**config.mk**
```make
export PLATFORM = sky130hd
export DESIGN_NAME = mips_multicycle_ctrl
export DESIGN_NICKNAME = d
export VERILOG_FILES = /design/src/rtl/mips_ctrl_pkg.sv /design/src/rtl/mc_ctrl_outputs.sv /design/src/rtl/mips_multicycle_ctrl.sv
export SDC_FILE = /design/constraint.sdc
export NUM_CORES = 1
export LEC_CHECK = 0
export CAP_MARGIN = 20
export CORE_ASPECT_RATIO = 1.2
export CORE_MARGIN = 4
export CORE_UTILIZATION = 33
export CTS_BUF_LIST = sky130_fd_sc_hd__clkbuf_16
export DETAILED_ROUTE_END_ITERATION = 7
export GPL_ROUTABILITY_DRIVEN = 0
export PLACE_DENSITY = 0.74
export SLEW_MARGIN = 5
export SYNTH_ARGS = -nofsm -noshare
export SYNTH_HDL_FRONTEND = slang
export SYNTH_SLANG_ARGS = --single-unit
```
**constraint.sdc**
```tcl
create_clock -name clk -period 1.42 [get_ports clk]
set_input_delay 0.284 -clock clk [delete_from_list [all_inputs] [get_ports clk]]
set_output_delay 0.284 -clock clk [all_outputs]
set_load 0.02 [all_outputs]
```
**src/rtl/mips_ctrl_pkg.sv**
```systemverilog
// Shared definitions for the multi-cycle MIPS main controller.
// Latency: n/a (types, constants and a helper only).
// Backpressure: n/a.
package mips_ctrl_pkg;

    // Opcode field values, taken from IR[31:26]
    localparam logic [5:0] OP_RTYPE = 6'd0;
    localparam logic [5:0] OP_J     = 6'd2;
    localparam logic [5:0] OP_BEQ   = 6'd4;
    localparam logic [5:0] OP_ADDI  = 6'd8;
    localparam logic [5:0] OP_LW    = 6'd35;
    localparam logic [5:0] OP_SW    = 6'd43;

    typedef enum logic [3:0] {
        S_START  = 4'd0,
        S_FETCH  = 4'd1,
        S_DECODE = 4'd2,
        S_MEMADR = 4'd3,
        S_MEMRD  = 4'd4,
        S_MEMWB  = 4'd5,
        S_MEMWR  = 4'd6,
        S_EXEC   = 4'd7,
        S_ALUWB  = 4'd8,
        S_BEQ    = 4'd9,
        S_ADDIEX = 4'd10,
        S_ADDIWB = 4'd11,
        S_JUMP   = 4'd12
    } state_t;

    // ALUOp encodings, consumed by ALU control
    localparam logic [1:0] ALUOP_ADD   = 2'b00;
    localparam logic [1:0] ALUOP_SUB   = 2'b01;
    localparam logic [1:0] ALUOP_FUNCT = 2'b10;

    // ALUSrcB encodings
    localparam logic [1:0] SRCB_B      = 2'b00;
    localparam logic [1:0] SRCB_FOUR   = 2'b01;
    localparam logic [1:0] SRCB_IMM    = 2'b10;
    localparam logic [1:0] SRCB_IMMSH2 = 2'b11;

    // PCSource encodings
    localparam logic [1:0] PCSRC_ALU    = 2'b00;
    localparam logic [1:0] PCSRC_ALUOUT = 2'b01;
    localparam logic [1:0] PCSRC_JUMP   = 2'b10;

    // Control vector driven by the state decoder
    typedef struct packed {
        logic       pcWrite;
        logic       pcWriteCond;
        logic       iorD;
        logic       memRead;
        logic       memWrite;
        logic       irWrite;
        logic       memtoReg;
        logic       regDst;
        logic       regWrite;
        logic       aluSrcA;
        logic [1:0] aluSrcB;
        logic [1:0] aluOp;
        logic [1:0] pcSource;
        logic       instrDone;
    } ctrl_t;

    function automatic logic isLegalOp(input logic [5:0] op);
        return (op == OP_RTYPE) || (op == OP_J) || (op == OP_BEQ) ||
               (op == OP_ADDI)  || (op == OP_LW) || (op == OP_SW);
    endfunction

endpackage

```
**src/rtl/mc_ctrl_outputs.sv**
```systemverilog
// Combinational decode of FSM state (+ memory ready) into the control vector.
// Latency: zero cycles, purely combinational.
// Backpressure: memReady only gates the strobes that complete a memory access.
// Ports: state (current FSM state), memReady (effective ready), ctrl (control vector).
module mc_ctrl_outputs
    import mips_ctrl_pkg::*;
(
    input  state_t state,
    input  logic   memReady,
    output ctrl_t  ctrl
);

    always_comb begin
        ctrl = '0;
        case (state)
            S_FETCH: begin
                ctrl.memRead  = 1'b1;
                ctrl.aluSrcB  = SRCB_FOUR;
                ctrl.aluOp    = ALUOP_ADD;
                ctrl.pcSource = PCSRC_ALU;
                // IR and PC+4 are only committed once the fetch data is valid
                ctrl.irWrite  = memReady;
                ctrl.pcWrite  = memReady;
            end
            S_DECODE: begin
                // Branch target precomputed speculatively into ALUOut
                ctrl.aluSrcB = SRCB_IMMSH2;
                ctrl.aluOp   = ALUOP_ADD;
            end
            S_MEMADR, S_ADDIEX: begin
                ctrl.aluSrcA = 1'b1;
                ctrl.aluSrcB = SRCB_IMM;
                ctrl.aluOp   = ALUOP_ADD;
            end
            S_MEMRD: begin
                ctrl.memRead = 1'b1;
                ctrl.iorD    = 1'b1;
            end
            S_MEMWB: begin
                ctrl.memtoReg  = 1'b1;
                ctrl.regWrite  = 1'b1;
                ctrl.instrDone = 1'b1;
            end
            S_MEMWR: begin
                ctrl.memWrite  = 1'b1;
                ctrl.iorD      = 1'b1;
                ctrl.instrDone = memReady;
            end
            S_EXEC: begin
                ctrl.aluSrcA = 1'b1;
                ctrl.aluSrcB = SRCB_B;
                ctrl.aluOp   = ALUOP_FUNCT;
            end
            S_ALUWB: begin
                ctrl.regDst    = 1'b1;
                ctrl.regWrite  = 1'b1;
                ctrl.instrDone = 1'b1;
            end
            S_BEQ: begin
                ctrl.aluSrcA     = 1'b1;
                ctrl.aluSrcB     = SRCB_B;
                ctrl.aluOp       = ALUOP_SUB;
                ctrl.pcWriteCond = 1'b1;
                ctrl.pcSource    = PCSRC_ALUOUT;
                ctrl.instrDone   = 1'b1;
            end
            S_ADDIWB: begin
                ctrl.regWrite  = 1'b1;
                ctrl.instrDone = 1'b1;
            end
            S_JUMP: begin
                ctrl.pcWrite   = 1'b1;
                ctrl.pcSource  = PCSRC_JUMP;
                ctrl.instrDone = 1'b1;
            end
            default: ;
        endcase
    end

endmodule

```
**src/rtl/mips_multicycle_ctrl.sv**
```systemverilog
// Multi-cycle MIPS main controller: Moore FSM sequencing fetch/decode/execute/mem/writeback.
// Latency: 3 (BEQ, J) to 5 (LW) cycles per instruction with no memory wait states.
// Backpressure: FETCH, MEMRD and MEMWR hold one extra cycle per mem_ready-low cycle.
// Ports: clk, reset_n (async active-low), Opcode (IR[31:26]), mem_ready, datapath
//        control strobes, instr_done / illegal_op pulses, state_o (debug state).
module mips_multicycle_ctrl
    import mips_ctrl_pkg::*;
#(
    parameter bit MEM_HANDSHAKE = 1'b1
) (
    input  logic       clk,
    input  logic       reset_n,
    input  logic [5:0] Opcode,
    input  logic       mem_ready,
    output logic       PCWrite,
    output logic       PCWriteCond,
    output logic       IorD,
    output logic       MemRead,
    output logic       MemWrite,
    output logic       IRWrite,
    output logic       MemtoReg,
    output logic       RegDst,
    output logic       RegWrite,
    output logic       ALUSrcA,
    output logic [1:0] ALUSrcB,
    output logic [1:0] ALUOp,
    output logic [1:0] PCSource,
    output logic       instr_done,
    output logic       illegal_op,
    output logic [3:0] state_o
);

    state_t state;
    state_t stateNext;
    ctrl_t  ctrl;
    logic   memReady;

    // Without a handshake the memory is assumed single-cycle
    assign memReady = MEM_HANDSHAKE ? mem_ready : 1'b1;

    // Reset forces START, whose decode is all-zero, so outputs drop immediately
    always_ff @(posedge clk or negedge reset_n) begin
        if (!reset_n) begin
            state <= S_START;
        end else begin
            state <= stateNext;
        end
    end

    always_comb begin
        stateNext = S_FETCH;
        case (state)
            S_START:  stateNext = S_FETCH;
            S_FETCH:  stateNext = memReady ? S_DECODE : S_FETCH;
            S_DECODE: begin
                case (Opcode)
                    OP_RTYPE:     stateNext = S_EXEC;
                    OP_LW, OP_SW: stateNext = S_MEMADR;
                    OP_BEQ:       stateNext = S_BEQ;
                    OP_ADDI:      stateNext = S_ADDIEX;
                    OP_J:         stateNext = S_JUMP;
                    default:      stateNext = S_FETCH;
                endcase
            end
            S_MEMADR: stateNext = (Opcode == OP_LW) ? S_MEMRD : S_MEMWR;
            S_MEMRD:  stateNext = memReady ? S_MEMWB : S_MEMRD;
            S_MEMWR:  stateNext = memReady ? S_FETCH : S_MEMWR;
            S_EXEC:   stateNext = S_ALUWB;
            S_ADDIEX: stateNext = S_ADDIWB;
            // Writeback/retire states and unused encodings all return to FETCH
            default:  stateNext = S_FETCH;
        endcase
    end

    mc_ctrl_outputs uOutputs (
        .state    (state),
        .memReady (memReady),
        .ctrl     (ctrl)
    );

    assign PCWrite     = ctrl.pcWrite;
    assign PCWriteCond = ctrl.pcWriteCond;
    assign IorD        = ctrl.iorD;
    assign MemRead     = ctrl.memRead;
    assign MemWrite    = ctrl.memWrite;
    assign IRWrite     = ctrl.irWrite;
    assign MemtoReg    = ctrl.memtoReg;
    assign RegDst      = ctrl.regDst;
    assign RegWrite    = ctrl.regWrite;
    assign ALUSrcA     = ctrl.aluSrcA;
    assign ALUSrcB     = ctrl.aluSrcB;
    assign ALUOp       = ctrl.aluOp;
    assign PCSource    = ctrl.pcSource;
    assign instr_done  = ctrl.instrDone;
    assign illegal_op  = (state == S_DECODE) && !isLegalOp(Opcode);
    assign state_o     = state;

endmodule

```
==> impl_metrics.yaml, run 1 <==
synth:
  yosysUniqueCellTypes: 36
  synth-seq-area-share: 0.190
  syn_nets: 84
  synthTopCellsByArea: "dfrtp_1 (19%), nor3_1 (6.6%), nor2_1 (6.4%)"
  yosys.area.top_type: "dfrtp_1"
  syn_avg_cell_area_sq_um: 7.04
  yosysTopAreaCellShare: 0.190
  ys_async_sr_fraction: 1.00
  yosysWarnings: 0
  syn_inst: 75
  synth.cell_area_sq_um: 528
  synth_flop_cell: "dfrtp_1"
  ys_ff_latch: 4
  synth_edf_count: 0
clock_tree:
  cts_buffers: 3
  clock_tree.buffer_depth: 2
  post-cts-setup-buffers: 18
  cts_resized: 163
  cts_sinks: 4
  root_buffer: "clkbuf_16"
  ctsHoldBuffers: 0
  h-tree-depth: 1
placed_design:
  place_area_sq_um: 1180
  portBuffers: 30
  hpwl_um: 1740
outcome:
  outcome: "did not finish"
  firstError: "[ERROR DPL-0038] Utilization greater than 100%, impossible to legalize"
  lastStage: "clock tree synthesis"
floorplan:
  die_x_um: 44.5
  io_pins: 31
  start_util: 0.356
  num_rows: 15
  die_h_um: 51.8
-- synthesized netlist by cell type, types with 2 or more instances --
library cell  count
a21o_1            2
a21oi_1           3
buf_2             2
clkbuf_1          4
dfrtp_1           4
nand2_1           4
nand2b_1          4
nor2_1            9
nor2b_1           2
nor3_1            7
nor4b_1           2
nor4bb_1          2
o211ai_1          2
o21ai_0           3
o22ai_1           2
or3_1             2
xnor2_1           2
-- metrics by stage --
step,utilization,setup WS [ns],cells
detailed placement,0.794,-0.821,148
global placement,0.794,-0.782,148
floorplan,-,-0.127,75
-- cells by family after synthesis --
group | Yosys count | synth area share
DFF | 4 | 0.190
AOI/OAI and AO/OA | 18 | 0.232
xor gates and xnor gates | 3 | 0.0498
and+or+nand+nor | 41 | 0.441
muxes | 1 | 0.0190
buffers and inverters | 8 | 0.0687
==> inputs of run 2 (changes only) <==
- CORE_AREA: default -> 4 4 65 67
- CORE_ASPECT_RATIO: 1.2 -> default
- CORE_MARGIN: 4 -> default
- CORE_UTILIZATION: 33 -> default
- CTS_BUF_LIST: sky130_fd_sc_hd__clkbuf_16 -> default
- DIE_AREA: default -> 0 0 69 71
- PLACE_DENSITY: 0.74 -> default
- PLACE_DENSITY_LB_ADDON: default -> 0.15
- clock period: 1.42 -> 1.85 ns (I/O delays scaled with it)
==> impl_metrics.yaml, run 2 <==
outcome:
  outcome: "completed"
power_and_ir_drop:
  ir_drop_v: 0.000443
  leakage_uw: 0.000563
  powerDensity_nw_per_um2: 1340
  p_switching_uw: 701
  power_frac_clock: 0.118
  seqPwrFrac: 0.102
  pwr-share-comb: 0.780
  swShare: 0.448
  intPower_uw: 863
floorplan:
  start_util: 0.145
  die_h_um: 71
  coreArea_sq_um: 3630
  io_pins: 31
  dieArea_sq_um: 4900
  die_x_um: 69
  num_rows: 22
setup_path:
  critPathTopFamily: "flip-flops"
  ff2ff_path_depth: 5
  critPathRequiredTime_ns: 1.48
  arrival_ns: 1.43
  rrSetupSlack_ns: 0.31
  critical_path_buf_inv_count: 2
  cp-startpoint: "state_o[0]"
  cp_max_fo: 5
  cp_slowest_cell: "dfrtp_2"
  startpoint_type: "flip-flop"
  cp_cell_sequence: "buf_4, nand2b_4, and2_4, a31o_2, buf_6"
  crit_type: "reg2out"
  setup.worst_path.end: "RegWrite"
  cpPeakStageDelay_ns: 0.43
  crit_cells: 5
  critPathCaptureType: "output port"
  r2r_start: "state_o[2]"
  regToRegEndpoint: "state_o[0]"
clock_tree:
  h-tree-depth: 1
  cts_sinks: 4
  root_buffer: "clkbuf_8"
  cts_buffers: 3
  cts_tree: "yes"
  insertion_delay_ns: 0.22
  clk_pin_slew_worst_paths_ns: 0.03
  clock_tree.buffer_depth: 2
cells_and_area:
  finalNonFillerCells: 183
  largest_register_ffs: 4
  utilization: 0.322
  drive_above_1_share: 0.541
  layout_commonest_cell: "buf_4"
  mostFrequentLayoutCells: "buf_4 (36), buf_2 (8), nor2_1 (7)"
  diodes: 0
  nNetsFinal: 146
  area_growth_pct: 122
  fillCellCount: 404
timing:
  rsz0062_at_grt: "true"
  skew_ns: 0.00168
  max_freq_mhz: 556
  hold_slack_ns: 0.353
  setup_viol: 0
  finalCritPeriodShare: 0.972
  tightest_slew_ns: 0.260
  fin_crit_ns: 1.80
  worst_slack_ns: 0.0509
  slew_headroom: 0.824
  hold_violations: 0
  finalSetupTns_ns: 0
  drv_slew: 0
synth:
  synth_flop_cell: "dfrtp_1"
  syn_nets: 84
  synth_edf_count: 0
  yosysWarnings: 0
  yosysMostFrequentCell: "nor2_1"
  yosys.area.top_type: "dfrtp_1"
  syn_inst: 75
  syn_avg_cell_area_sq_um: 7.04
  synthTopCellsByArea: "dfrtp_1 (19%), nor3_1 (6.6%), nor2_1 (6.4%)"
  synth-seq-area-share: 0.190
  synth.cell_area_sq_um: 528
  synthTopCellsByCount: "nor2_1 (9), nor3_1 (7)"
  ys_async_sr_fraction: 1.00
  yosysTopAreaCellShare: 0.190
  yosysUniqueCellTypes: 36
  ys_ff_latch: 4
drt:
  wirelength_um: 2110
  vias_per_cell: 4.17
  dr.pass1.iters: 3
  vias: 764
  postRouteAntennaNets: 0
  drt_iter0_drc: 13
  drcViolationCount: 0
  wl_per_cell_um: 11.5
global_routing:
  grt_usage: 0.0810
  grt_pass1_vias: 744
  grt_max_degree: 11
  grt_overflow: 0
  grt_pass1_wl_um: 3440
  antenna_found_initial: 0
min_path:
  min_path_type: "in2async"
run:
  max_cap_violations: 0
placed_design:
  hpwl_um: 1670
  placed_cells: 177
  preCtsSetupSlack_ns: -0.557
  portBuffers: 30
==> run 2: cell counts after synthesis <==
Identical to the previous run, type by type.
==> run 2: kinds of logic after synthesis <==
| logic type | count (synthesis) | synth area share |
|---|---|---|
| xor gates and xnor gates | 3 | 0.0498 |
| DFF | 4 | 0.190 |
| muxes | 1 | 0.0190 |
| buffers and inverters | 8 | 0.0687 |
| AOI/OAI and AO/OA | 18 | 0.232 |
| and+or+nand+nor | 41 | 0.441 |
==> run 2: how the worst min path moves through the flow <==
stage / startpoint / endpoint / slack (ns)
CTS: reset_n / state_o[2] / 0.36
global placement: reset_n / state_o[0] / 0.58
global route: reset_n / state_o[2] / 0.36
floorplan: reset_n / state_o[0] / 0.07
finish: reset_n / state_o[2] / 0.35
detailed placement: reset_n / state_o[2] / 0.59
==> run 2: cell type report <==
class                      instances  area (sq um)  share of cell area
timing repair buffer              64           498               0.425
inverter                           1          3.75             0.00321
clock buffer                       3          41.3              0.0353
multi-input combinational         63           467               0.399
sequential                         4           101              0.0865
tap                               48          60.1              0.0513
==> run 2: through the flow <==
step	total power, uW	cell area (sq um)
3_5_place_dp	1360	1120
2_1_floorplan	753	556
6_report	1560	1170
5_1_grt	1680	1170
3_3_place_gp	1350	1120
4_1_cts	1540	1150
==> run 2: layer usage <==
layer  vias to the layer above  GRT usage  share of wire
li1                        398          -              -
met1                       340      0.104           0.48
met2                        26      0.139           0.47
met3                         0     0.0213          0.058
met4                         0     0.0130              0
met5                         -          0              0
==> run 2: power groups by stage <==
| stage | logic (uW) | clock network (uW) | registers, uW |
|---|---|---|---|
| after floorplan | 565 | 0 | 188 |
| after global placement | 1190 | 0 | 163 |
| after detailed placement | 1190 | 0 | 163 |
| after CTS | 1190 | 188 | 161 |
| after global routing | 1320 | 195 | 166 |
| final | 1220 | 184 | 160 |
==> run 2: what timing repair did <==
action	CTS	global route
setup endpoints to repair	20	14
hold buffers	0	0
buffers inserted	2	1
hold endpoints to repair	0	0
cloned	0	0
gates resized for setup	71	21
pin swaps	0	3
==> run 2: worst register-to-register path: stages (launching register included) <==
cell	delay, ns
dfrtp_1	0.40
buf_4	0.16
buf_4	0.16
nand2b_1	0.17
or3_1	0.35
a21o_1	0.18
Note: power is estimated with default switching activity, not from simulation.
==> inputs of run 3 (changes only) <==
--- a/config.mk
+++ b/config.mk
@@ -12,5 +12,4 @@
 export GPL_ROUTABILITY_DRIVEN = 0
 export PLACE_DENSITY_LB_ADDON = 0.15
-export SLEW_MARGIN = 5
 export SYNTH_ARGS = -nofsm -noshare
 export SYNTH_HDL_FRONTEND = slang
==> constraint.sdc (replaced) <==
create_clock -name clk -period 1.85 [get_ports clk]
set_input_delay 0.185 -clock clk [delete_from_list [all_inputs] [get_ports clk]]
set_output_delay 0.185 -clock clk [all_outputs]
set_load 0.02 [all_outputs]
==> impl_metrics.yaml, run 3 (synthesized netlist as in run 2, its figures left out) <==
power_and_ir_drop:
  total_power_uw: 1410
  seqPwrFrac: 0.117
  leakage_uw: 0.000506
  powerDensity_nw_per_um2: 1310
  p_switching_uw: 640
  power_frac_clock: 0.129
  swShare: 0.454
  ir_drop_v: 0.000341
  intPower_uw: 771
  pwr-share-comb: 0.753
timing:
  max_freq_mhz: 572
  setup_viol: 0
  hold_violations: 0
  tightest_slew_ns: 0.250
  drv_slew: 0
  fin_crit_ns: 1.75
  slew_headroom: 0.831
  skew_ns: 0.00342
  rsz0062_at_grt: "false"
  finalCritPeriodShare: 0.944
  hold_slack_ns: 0.168
clock_tree:
  cts_buffers: 3
  insertion_delay_ns: 0.22
  post-cts-setup-buffers: 0
  cts_resized: 19
  cts_sinks: 4
  clock_tree.buffer_depth: 2
  clk_pin_slew_worst_paths_ns: 0.03
  cts_tree: "yes"
  h-tree-depth: 1
  ctsHoldBuffers: 0
  root_buffer: "clkbuf_8"
drt:
  postRouteAntennaNets: 0
  drt_iter0_drc: 29
  drcViolationCount: 0
  vias: 759
  vias_per_cell: 4.34
  wl_per_cell_um: 11.4
  dr.pass1.iters: 4
  wirelength_um: 1990
outcome:
  outcome: "completed"
run:
  max_cap_violations: 0
floorplan:
  dieArea_sq_um: 4900
  coreArea_sq_um: 3630
  io_pins: 31
  die_h_um: 71
  num_rows: 22
  start_util: 0.145
  die_x_um: 69
setup_path:
  startpoint_type: "flip-flop"
  cpPeakStageDelay_ns: 0.37
  cp_max_fo: 5
  cp_common_cell: "buf_4"
  cp_slowest_cell: "dfrtp_1"
  critPathRequiredTime_ns: 1.66
  crit_type: "reg2out"
  cp_cell_sequence: "nand2b_2, buf_4, nor2_1, buf_4, dlygate4sd2_1"
  critPathCaptureType: "output port"
  arrival_ns: 1.56
  rrSetupSlack_ns: 0.44
cells_and_area:
  multi_input_area_sq_um: 405
  finalNonFillerCells: 175
  fillCellCount: 424
  diodes: 0
  layout_commonest_cell: "buf_4"
  nNetsFinal: 138
  drive_above_1_share: 0.307
  ff_latch_area_sq_um: 101
  largest_register_ffs: 4
  area_growth_pct: 104
  mostFrequentLayoutCells: "buf_4 (26), dlygate4sd2_1 (13), clkdlybuf4s50_1 (12)"
  fin_area_sq_um: 1080
global_routing:
  grt_max_degree: 11
  grt_pass1_wl_um: 3390
  grt_pass1_vias: 776
  grt_usage: 0.0834
  grt_overflow: 0
  antenna_found_initial: 0
placed_design:
  placed_cells: 172
  place_area_sq_um: 1060
  portBuffers: 30
  hpwl_um: 1650
min_path:
  min_path_type: "in2async"
## run 3: metrics by stage
step,TNS [ns],utilization,setup slack (ns)
floorplan,0,-,0.0789
global placement,-0.769,0.292,-0.147
detailed placement,-0.739,0.292,-0.166
CTS,0,0.298,0.00402
global route,0,0.296,0.0109
finish,0,0.296,0.103
## run 3: area by class of cell
cell class / count / area share
Clock buffer: 3 / 0.0384
Inverter: 1 / 0.00349
Multi-Input combinational cell: 63 / 0.377
Sequential cell: 4 / 0.0942
Tap cell: 48 / 0.0558
Timing Repair Buffer: 56 / 0.431
## run 3: critical path, delay by kind of cell (launching register included)
kind | cells | cell delay, ns
buffers and inverters | 3 | 0.61
DFF | 1 | 0.37
and+or+nand+nor | 2 | 0.37
## run 3: power by group through the flow
stage	Combinational [uW]	Clock, uW	Sequential [uW]
after floorplan	542	0	186
after global routing	1150	196	172
after detailed placement	1150	0	161
after CTS	1080	186	163
final	1060	183	165
after global placement	1150	0	162
## run 3: metal layers
layer	track usage	wire length, um	up-vias
li1	-	-	382
met1	0.101	874	345
met2	0.135	966	26
met3	0.0185	102	6
met4	0.0499	48	0
met5	0	0	-
## run 3: final timing paths
path,to,depth (start not counted),from
max in group asynchronous,state_o[0],1,reset_n
worst min register to register,state_o[2],3,state_o[2]
min in group clk,state_o[2],3,state_o[2]
worst max-delay path,MemtoReg,5,state_o[1]
worst min-delay path,state_o[2],1,reset_n
worst max register to register,state_o[0],4,state_o[2]
